--- src/rtl/ram_arb_pkg.sv ---
// Shared types and constants for the RAM access arbiter.
// RAM_ARB_RSP_REG_EN adds an output register on the read response (RD_LAT 3 instead of 2).
package ram_arb_pkg;

  localparam int ARB_NUM_REQ   = 4;
  localparam int ARB_MEM_DEPTH = 256;
  localparam int ARB_MEM_WIDTH = 32;
  localparam int ARB_AW        = $clog2(ARB_MEM_DEPTH);
  localparam int ARB_IDW       = $clog2(ARB_NUM_REQ);

`ifdef RAM_ARB_RSP_REG_EN
  localparam int RD_LAT = 3;
`else
  localparam int RD_LAT = 2;
`endif

  typedef struct packed {
    logic                     valid;
    logic                     we;
    logic [ARB_AW-1:0]        addr;
    logic [ARB_MEM_WIDTH-1:0] data;
    logic [ARB_IDW-1:0]       id;
  } ram_cmd_t;

  typedef struct packed {
    logic               valid;
    logic [ARB_IDW-1:0] id;
  } rd_tag_t;

endpackage

--- src/rtl/rr_arbiter.sv ---
// Round-robin arbiter: pointer register plus rotate/priority pick.
// Produces a one-hot grant and the winning index.
module rr_arbiter #(
  parameter int N = 4,
  localparam int IDW = $clog2(N)
) (
  input  logic           clk,
  input  logic           reset,
  input  logic [N-1:0]   req,
  output logic [N-1:0]   gnt,
  output logic           gnt_valid,
  output logic [IDW-1:0] gnt_id
);

  logic [IDW-1:0] ptr_q, ptr_d;
  int             idx;

  always_comb begin
    gnt       = '0;
    gnt_valid = 1'b0;
    gnt_id    = '0;
    idx       = 0;
    for (int off = 0; off < N; off++) begin
      idx = int'(ptr_q) + off;
      if (idx >= N) idx = idx - N;
      if (!gnt_valid && req[idx]) begin
        gnt_valid = 1'b1;
        gnt[idx]  = 1'b1;
        gnt_id    = IDW'(idx);
      end
    end
    // Grant is combinational, so it must be suppressed explicitly while in reset.
    if (reset) begin
      gnt       = '0;
      gnt_valid = 1'b0;
      gnt_id    = '0;
    end
  end

  always_comb begin
    ptr_d = ptr_q;
    if (gnt_valid) begin
      if (gnt_id == IDW'(N - 1)) ptr_d = '0;
      else                       ptr_d = gnt_id + 1'b1;
    end
  end

  always_ff @(posedge clk or posedge reset) begin
    if (reset) ptr_q <= '0;
    else       ptr_q <= ptr_d;
  end

endmodule

--- src/rtl/ram_access_arbiter.sv ---
// Round-robin arbiter sharing one dual-port RAM between NUM_REQ requesters.
// RAM_ARB_RSP_REG_EN registers rsp_data/rsp_valid, adding one cycle of read latency.
module ram_access_arbiter
  import ram_arb_pkg::*;
#(
  parameter int NUM_REQ   = ARB_NUM_REQ,
  parameter int MEM_DEPTH = ARB_MEM_DEPTH,
  parameter int MEM_WIDTH = ARB_MEM_WIDTH,
  localparam int AW  = $clog2(MEM_DEPTH),
  localparam int IDW = $clog2(NUM_REQ)
) (
  input  logic                           clk,
  input  logic                           reset,
  input  logic [NUM_REQ-1:0]             req,
  input  logic [NUM_REQ-1:0]             req_we,
  input  logic [NUM_REQ*AW-1:0]          req_addr,
  input  logic [NUM_REQ*MEM_WIDTH-1:0]   req_wdata,
  output logic [NUM_REQ-1:0]             gnt,
  output logic [NUM_REQ-1:0]             rsp_valid,
  output logic [MEM_WIDTH-1:0]           rsp_data,
  output logic [AW-1:0]                  ram_wr_address,
  output logic [AW-1:0]                  ram_rd_address,
  output logic [MEM_WIDTH-1:0]           ram_write_data,
  output logic                           ram_write_en,
  input  logic [MEM_WIDTH-1:0]           ram_read_data
);

  logic           gnt_valid;
  logic [IDW-1:0] gnt_id;
  ram_cmd_t       cmd_q, cmd_d;
  rd_tag_t        tag_q [RD_LAT];
  rd_tag_t        tag_d [RD_LAT];

  rr_arbiter #(.N(NUM_REQ)) u_rr_arbiter (
    .clk       (clk),
    .reset     (reset),
    .req       (req),
    .gnt       (gnt),
    .gnt_valid (gnt_valid),
    .gnt_id    (gnt_id)
  );

  // Address and data hold their last value while idle; only valid drops.
  always_comb begin
    cmd_d       = cmd_q;
    cmd_d.valid = gnt_valid;
    cmd_d.we    = 1'b0;
    if (gnt_valid) begin
      cmd_d.we   = req_we[gnt_id];
      cmd_d.addr = req_addr[int'(gnt_id)*AW +: AW];
      cmd_d.data = req_wdata[int'(gnt_id)*MEM_WIDTH +: MEM_WIDTH];
      cmd_d.id   = gnt_id;
    end
  end

  always_comb begin
    tag_d[0].valid = gnt_valid & ~req_we[gnt_id];
    tag_d[0].id    = gnt_id;
    for (int i = 1; i < RD_LAT; i++) tag_d[i] = tag_q[i-1];
  end

  always_ff @(posedge clk or posedge reset) begin
    if (reset) begin
      cmd_q <= '0;
      for (int i = 0; i < RD_LAT; i++) tag_q[i] <= '0;
    end else begin
      cmd_q <= cmd_d;
      tag_q <= tag_d;
    end
  end

  assign ram_write_en   = cmd_q.valid & cmd_q.we;
  assign ram_wr_address = cmd_q.addr;
  assign ram_rd_address = cmd_q.addr;
  assign ram_write_data = cmd_q.data;

  always_comb begin
    rsp_valid = '0;
    if (tag_q[RD_LAT-1].valid) rsp_valid[tag_q[RD_LAT-1].id] = 1'b1;
  end

`ifdef RAM_ARB_RSP_REG_EN
  logic [MEM_WIDTH-1:0] rsp_data_q, rsp_data_d;

  always_comb begin
    rsp_data_d = tag_q[RD_LAT-2].valid ? ram_read_data : '0;
  end

  always_ff @(posedge clk or posedge reset) begin
    if (reset) rsp_data_q <= '0;
    else       rsp_data_q <= rsp_data_d;
  end

  assign rsp_data = rsp_data_q;
`else
  // Gated so the output reads 0 whenever no response is presented.
  assign rsp_data = tag_q[RD_LAT-1].valid ? ram_read_data : '0;
`endif

endmodule

--- config.mk ---
export PLATFORM = sky130hd
export DESIGN_NAME = ram_access_arbiter
export DESIGN_NICKNAME = d
export VERILOG_FILES = /design/src/rtl/ram_arb_pkg.sv /design/src/rtl/rr_arbiter.sv /design/src/rtl/ram_access_arbiter.sv
export SDC_FILE = /design/constraint.sdc
export NUM_CORES = 1
export LEC_CHECK = 0
export ABC_AREA = 1
export CAP_MARGIN = 20
export CORE_UTILIZATION = 39
export DETAILED_ROUTE_END_ITERATION = 8
export PLACE_DENSITY = 0.83
export RECOVER_POWER = 100
export SLEW_MARGIN = 5
export SYNTH_ARGS = -nofsm -noshare
export SYNTH_HDL_FRONTEND = slang
export SYNTH_SLANG_ARGS = --single-unit
--- constraint.sdc ---
create_clock -name clk -period 2.9 [get_ports clk]
set_input_delay 0.435 -clock clk [delete_from_list [all_inputs] [get_ports clk]]
set_output_delay 0.435 -clock clk [all_outputs]
set_load 0.1 [all_outputs]
### Word level (Yosys, flattened, before mapping)

Cells that the tools add are included.

* register bits: 52
* word-level logic and storage cells: 100
* output and inout port bits: 89

* add/sub/neg operators: 8
* order comparisons: 15
* bitwise gates (word level): 6
* reductions and logical operators: 11
* shift-type cells: 2
* multiplexer cells: 47
* equality and inequality tests: 1

Operator list (number)
* 32-bit 2-to-1 mux: 5
* 32-bit by 1-bit greater-or-equal comparator with 1-bit output, second input constant: 4
* 32-bit by 4-bit less-than comparator with 1-bit output, second input constant: 4
* 128-bit by 8-bit variable part select with 32-bit output: 1
* 32-bit by 4-bit greater-or-equal comparator with 1-bit output, second input constant: 3
* 32-bit by 4-bit subtractor with 32-bit output, second input constant: 3
* 43-bit 2-to-1 mux: 1
* 32-bit by 6-bit variable part select with 8-bit output: 1
* 4-bit 2-to-1 mux: 6
* 1-bit 2-to-1 mux: 19
* 2-bit 2-to-1 mux: 6
* 4-bit OR: 3
* 1-bit binary-select mux with 2-bit select: 5
* 1-bit demux with 2-bit select: 5
* 1-bit logical AND: 8
* 2-bit by 2-bit adder with 3-bit output, second input constant: 2
* 2-bit by 3-bit less-than comparator with 1-bit output, second input constant: 2
* 2-bit by 3-bit subtractor with 4-bit output, second input constant: 1
* 2-bit by 1-bit adder with 3-bit output, second input constant: 1
* 2-bit by 3-bit greater-or-equal comparator with 1-bit output, second input constant: 1
* 1-bit zero test: 3
* 2-bit by 1-bit adder with 2-bit output, second input constant: 1
* 1-bit bitwise AND: 2
* 2-bit equality test, second input constant: 1
* other kinds (2): 2

### Depth between registers and ports, before layout

Gate-level depths: netlist (run 1).

* word-level depth: 20
* depth in mapped cells: 17

### Hierarchy

A second synthesis (run 1) with hierarchy kept.

* cell total of the unflattened synthesis: 886
* area, all modules: 4954.8 um^2

By module, submodules not included
* ram_access_arbiter: seq. area each 1201.2 um^2, times used 1, area an instance 4340.4 um^2, cells an instance 781
* rr_arbiter: seq. area each 50.0 um^2, times used 1, area an instance 614.3 um^2, cells an instance 105

### Worst setup path before layout (run 1)

No wires, ideal clock.

* path type: flip-flop to output port
* start: register tag_q[2] in the netlist's numbering
* end: output port rsp_valid[3]
* data arrival time: 2648 ps
* cell stages (with the launch flop): 4
* buffers on the path: 1
* path slack: -183 ps
* required time: 2465 ps
* path through: dfrtp_1 clkbuf_1 inv_1 nor3_1

* word-level cells in the longest chain between the ends: 1

Ends and longest elaborated chain
* from (decl): line ram_access_arbiter.sv:31 `rd_tag_t tag_q [RD_LAT];`
* from (signal assigned): line ram_access_arbiter.sv:68 `tag_q <= tag_d;`
* 4-bit 2-to-1 mux: line ram_access_arbiter.sv:79 `if (tag_q[RD_LAT-1].valid) rsp_valid[tag_q[RD_LAT-1].id] = 1'b1;`
* to (decl): line ram_access_arbiter.sv:19 `output logic [NUM_REQ-1:0] rsp_valid,`

Every way passes these cells.

### Final worst setup path (run 1)

* start: register u_rr_arbiter.ptr_q[0]
* end: output port gnt[2]

* word-level cells in the longest chain between the ends: 16
* elaborated cells on any way between the ends: 64
* classes of those cells: add/sub: 7; order compare: 12; mux: 32; bitwise: 3; reduce/logical: 10

Ends and longest elaborated chain
* from (decl): line rr_arbiter.sv:15 `logic [IDW-1:0] ptr_q, ptr_d;`
* from (signal assigned): line rr_arbiter.sv:50 `else ptr_q <= ptr_d;`
* branches (longest 14 deep; another with 32-bit by 4-bit subtractor with 32-bit output)
* 4-bit 2-to-1 mux *: line rr_arbiter.sv:26 `if (!gnt_valid && req[idx]) begin`
* 4-bit 2-to-1 mux *: line rr_arbiter.sv:33 `if (reset) begin`
* to (decl): line ram_access_arbiter.sv:18 `output logic [NUM_REQ-1:0] gnt,`

Every way passes the cells marked *. The select of a mux whose other input is x is not followed.

==> impl_metrics.toml, run 1 <==
[place]
io_buffers = 290
globalplace.congestion = 0.9139
dp_hpwl_um = 12300

[logic_synthesis]
post-synth-top-area-fraction = 0.2694
ys.warnings.count = 0
synth-seq-cells = 50
netlist_instances = 860
async_flop_share = 1.000
yosys.cell_count.top_type = "nand2_1"
syn_avg_cell_area_um2 = 5.751
ys_top_cells_by_area = "nand2_1 27%, dfrtp_1 25%, inv_1 15%"
synth_common_cells = "355 x nand2_1, 193 x inv_1, 91 x nand3_1"
netlist_area_mm2 = 0.004946
synth_cell_type_count = 29
synth_edf_count = 0
ys.flop_type = "dfrtp_1"
seq_area_frac_synth = 0.2530
yosys.area.top_type = "nand2_1"
syn_nets = 1066

[grt]
grt_pass1_wl_um = 24250
track_usage = 0.2332
first_global_vias = 5135
grt_max_degree = 46
overflow = 0
antenna_found_initial = 0

[floorplan]
dieArea_mm2 = 0.01314
start_util = 0.4067
die_h_um = 114.6
core_mm2 = 0.01216
io_pins = 291
num_rows = 40
die_w_um = 114.6

[flow_run]
cap_violations = 1

[route]
viasPerCell = 4.478
wl_um = 15980
vias = 5615
drc = 0
drtIter0Drc = 269
wl_per_cell_um = 12.74
first_pass_iters = 5
drtAntennaViolNets = 0

[clock_network]
cts_tree = "yes"
postCtsResizedCells = 0
numCtsBuffers = 5
clockRootBuffer = "clkbuf_16"
cts_setup_buffers = 0
clkSlewWorstSetupHoldPaths_ps = 60
clock_path_buffers = 2
clock-sinks = 50
holdBufCountCts = 0
insertion_delay_ps = 280
htreeDepth = 2

[sta]
max_freq_mhz = 366.7
finClkSkew_ps = 4.940
relSlewSlack = -0.01072
hold_viol_final = 0
rsz0062_at_grt = "false"
hold_ws_ps = 348.0
fin_crit_ps = 2727
setup_viol = 0
tightest_slew_ps = 1516
slew_viol_final = 30
post-route-period-util = 0.9403

[layout]
nets = 1290
drive_above_1_share = 0.06267
areaGrowthSynthToFinish_pct = 47.20

[critical_path]
critPathCaptureType = "output pin"
path_class = "register to output pin"
cp_max_fo = 10
crit_path_start_kind = "register"
required_ps = 2470
arrival_ps = 2290

[outcome]
status = "complete, but fails checks"
violations = "max-capacitance violations, max-slew violations"

[hold_path]
hold_path_class = "register to register"
==> registers in the layout (all words and copies together), names as in the netlist <==
signal / count
ram_rd_address: 8
tag_d: 3
ram_write_data: 32
cmd_q: 2
u_rr_arbiter.ptr_q: 2
tag_q: 3
==> stage by stage <==
| stage | TNS (ps) | instances | setup WS [ps] | util | instance area, um^2 |
|---|---|---|---|---|---|
| finish | 0 | 1254 | 173.1 | 0.5987 | 7281 |
| global route | 0 | 1253 | 12.11 | 0.5985 | 7278 |
| CTS | 0 | 1253 | 205.0 | 0.6267 | 7622 |
| detailed placement | 0 | 1245 | 345.6 | 0.6146 | 7475 |
| global placement | 0 | 1245 | 375.8 | 0.6146 | 7475 |
| floorplan | -679.8 | 860 | -183.4 | - | 4946 |
==> layer usage <==
| layer | global-route usage | up-vias | wire length, um |
|---|---|---|---|
| li1 | - | 2900 | - |
| met2 | 0.4307 | 225 | 7816 |
| met4 | 0.07792 | 0 | 383 |
| met5 | 0 | - | 0 |
| met3 | 0.05453 | 24 | 1335 |
| met1 | 0.2618 | 2466 | 6445 |
==> worst paths after layout <==
kind / startpoint / depth (start not counted) / slack (ps) / to
max in group asynchronous: reset / 3 / 740 / ram_write_data[25]
worst max register to register: u_rr_arbiter.ptr_q[0] / 12 / 290 / ram_write_data[11]
min in group asynchronous: reset / 3 / 1110 / ram_rd_address[0]
worst max-delay path: u_rr_arbiter.ptr_q[0] / 13 / 170 / gnt[2]
worst min-delay path: tag_d[0] / 0 / 350 / tag_q[0]
worst min register to register: tag_d[0] / 0 / 350 / tag_q[0]
==> layout by cell type, fill, tap and decap left out, drive strengths merged <==
master / n
nand2: 367
nor2: 8
ha: 4
o21ai: 9
a21boi: 1
buf: 16
inv: 197
nand3b: 1
clkdlybuf4s50: 200
nand4: 1
clkinv: 2
o21bai: 24
a21oi: 6
nor3: 4
o22ai: 2
nand3: 94
dfrtp: 50
a22oi: 2
clkbuf: 96
dlygate4sd3: 1
diode: 1
==> cells by family (layout without fill, tap and decap cells) <==
kind of cell	Yosys count	in the layout	share of synthesized area
AO/OA/AOI/OAI	44	44	0.05869
adder cells (fa/ha/maj)	4	4	0.01012
buffers and inverters	287	512	0.2704
flip-flops	50	50	0.2530
other	0	1	0
AND/OR/NAND/NOR	475	475	0.4078
==> area by class of cell <==
class,count,area [um^2]
Clock inverter,1,5.005
Fill cell,1238,4881
Multi-Input combinational cell,523,2355
Antenna cell,1,2.502
Clock buffer,7,142.6
Sequential cell,50,1251
Inverter,198,750.7
Tap cell,168,210.2
Timing Repair Buffer,306,2564
==> worst max-delay path: stages, from the launching register on <==
cell	delay, ps
dfrtp_1	440
inv_8	80
ha_1	390
inv_1	90
nand2_2	90
nand2_4	70
nor2_8	110
nand2_1	110
o22ai_1	130
a21oi_1	60
o21ai_0	90
nand2_1	70
inv_1	80
buf_8	200
Power of run 1 is left out: the tool's default activity adds up to more than one toggle a clock period on the data nets, which glitch-free logic cannot reach.
==> run 2, diff against run 1 <==
--- a/config.mk
+++ b/config.mk
@@ -9,9 +9,11 @@
 export CAP_MARGIN = 20
 export CORE_UTILIZATION = 39
 export DETAILED_ROUTE_END_ITERATION = 8
+export HOLD_SLACK_MARGIN = 0.08
+export MAX_ROUTING_LAYER = met4
 export PLACE_DENSITY = 0.83
 export RECOVER_POWER = 100
-export SLEW_MARGIN = 5
+export SLEW_MARGIN = 20
 export SYNTH_ARGS = -nofsm -noshare
 export SYNTH_HDL_FRONTEND = slang
 export SYNTH_SLANG_ARGS = --single-unit
==> impl_metrics.toml, run 2 (synthesis gave the netlist of run 1 again) <==
[outcome]
status = "complete, but fails checks"
violations = "max-capacitance violations, max-slew violations"

[layout]
final_cell_mix = "356 x nand2_1, 200 x clkdlybuf4s50_1, 195 x inv_1"
areaGrowthSynthToFinish_pct = 47.05
nets = 1290
layout_commonest_cell = "nand2_1"
diodes = 0
largest_register_ff_count = 32
drive_above_1_share = 0.06089

[place]
globalplace.congestion = 0.9241
dp_hpwl_um = 12570
io_buffers = 290

[route]
drtIter0Drc = 343
wl_per_cell_um = 13.10
first_pass_iters = 5
viasPerCell = 4.585
drtAntennaViolNets = 0
wl_um = 16410
vias = 5741
drc = 0

[clock_network]
cts_setup_buffers = 0
htreeDepth = 2
numCtsBuffers = 5
cts_tree = "yes"
clockRootBuffer = "clkbuf_16"
clock_path_buffers = 2
insertion_delay_ps = 280
holdBufCountCts = 0
postCtsResizedCells = 0
clock-sinks = 50
clkSlewWorstSetupHoldPaths_ps = 60

[critical_path]
arrival_ps = 2340
critPathCaptureType = "output pin"
path_class = "register to output pin"
crit_path_start_kind = "register"
cp_max_fo = 10
required_ps = 2470

[sta]
rsz0062_at_grt = "false"
slew_viol_final = 30
relSlewSlack = -0.07400
setup_viol = 0
finClkSkew_ps = 4.001
max_freq_mhz = 360.5
timing.setup.tns_ps = 0
post-route-period-util = 0.9566
hold_viol_final = 0
tightest_slew_ps = 1611
fin_crit_ps = 2774

[floorplan]
dieArea_mm2 = 0.01314
die_w_um = 114.6
start_util = 0.4067
die_h_um = 114.6
core_mm2 = 0.01216
num_rows = 40
io_pins = 291

[grt]
track_usage = 0.2495
grt_max_degree = 46
first_global_vias = 5236
antenna_found_initial = 0
grt_pass1_wl_um = 25180
overflow = 0

[hold_path]
hold_path_class = "register to register"

[flow_run]
cap_violations = 1
[run 2: changes by cell type in the layout (fill, tap and decap cells not counted)]
| cell | change |
|---|---|
| inv_1 | +1 |
| buf_4 | -1 |
| diode_2 | -1 |
| clkinv_2 | -1 |
| buf_12 | +1 |
| ha_2 | +1 |
| clkbuf_8 | -1 |
| ha_1 | -1 |
| nand3_1 | +1 |
| clkinv_1 | -1 |
| clkbuf_1 | +1 |
| nand3_2 | -1 |
[run 2: worst max-delay path, stage by stage (launching register included)]
cell and delay, ps:
dfrtp_1 440, inv_8 80, ha_2 380, inv_1 80, nand2_2 80, nand2_4 70, nor2_8 110, nand2_1 110
o22ai_1 150, a21oi_1 60, o21ai_0 110, nand2_1 70, inv_1 70, buf_6 220
[run 2: layout make-up]
cell class | count | area, um^2
flip-flops and latches | 50 | 1251
inverters | 198 | 750.7
clock buffers | 7 | 132.6
multi-input cells | 523 | 2352
well taps | 168 | 210.2
fillers | 1242 | 4888
repair buffers | 306 | 2576
[run 2: worst paths after layout]
kind                                  startpoint                     to  slack [ps]  cells after the start
min reg2reg                             tag_d[0]               tag_q[0]         350                      0
max                        u_rr_arbiter.ptr_q[0]                 gnt[1]         130                     13
max reg2reg                u_rr_arbiter.ptr_q[0]      ram_rd_address[6]         260                     16
min in group asynchronous                  reset  u_rr_arbiter.ptr_q[0]        1250                      3
max in group asynchronous                  reset     ram_write_data[20]         530                      3
min                                     tag_d[0]               tag_q[0]         350                      0
[run 2: through the flow]
step                      utilization  hold slack, ps  cells  setup slack, ps  area (um^2)
after floorplan                     -           331.2    860           -183.4         4946
after global placement         0.6156           331.6   1245            321.0         7487
after detailed placement       0.6156           337.1   1245            270.5         7487
after CTS                      0.6265           350.4   1252            127.9         7620
after global routing           0.5980           355.5   1252            14.21         7273
final                          0.5980           350.4   1252            125.8         7273
[run 2: metal layers]
layer  GRT usage  vias up  wire, um
li1            -     2897         -
met5           -        -         0
met2      0.4432      270      8190
met4     0.07532        0       428
met3     0.04659       30      1421
met1      0.2839     2544      6367
Power of run 2 is left out for the same reason.
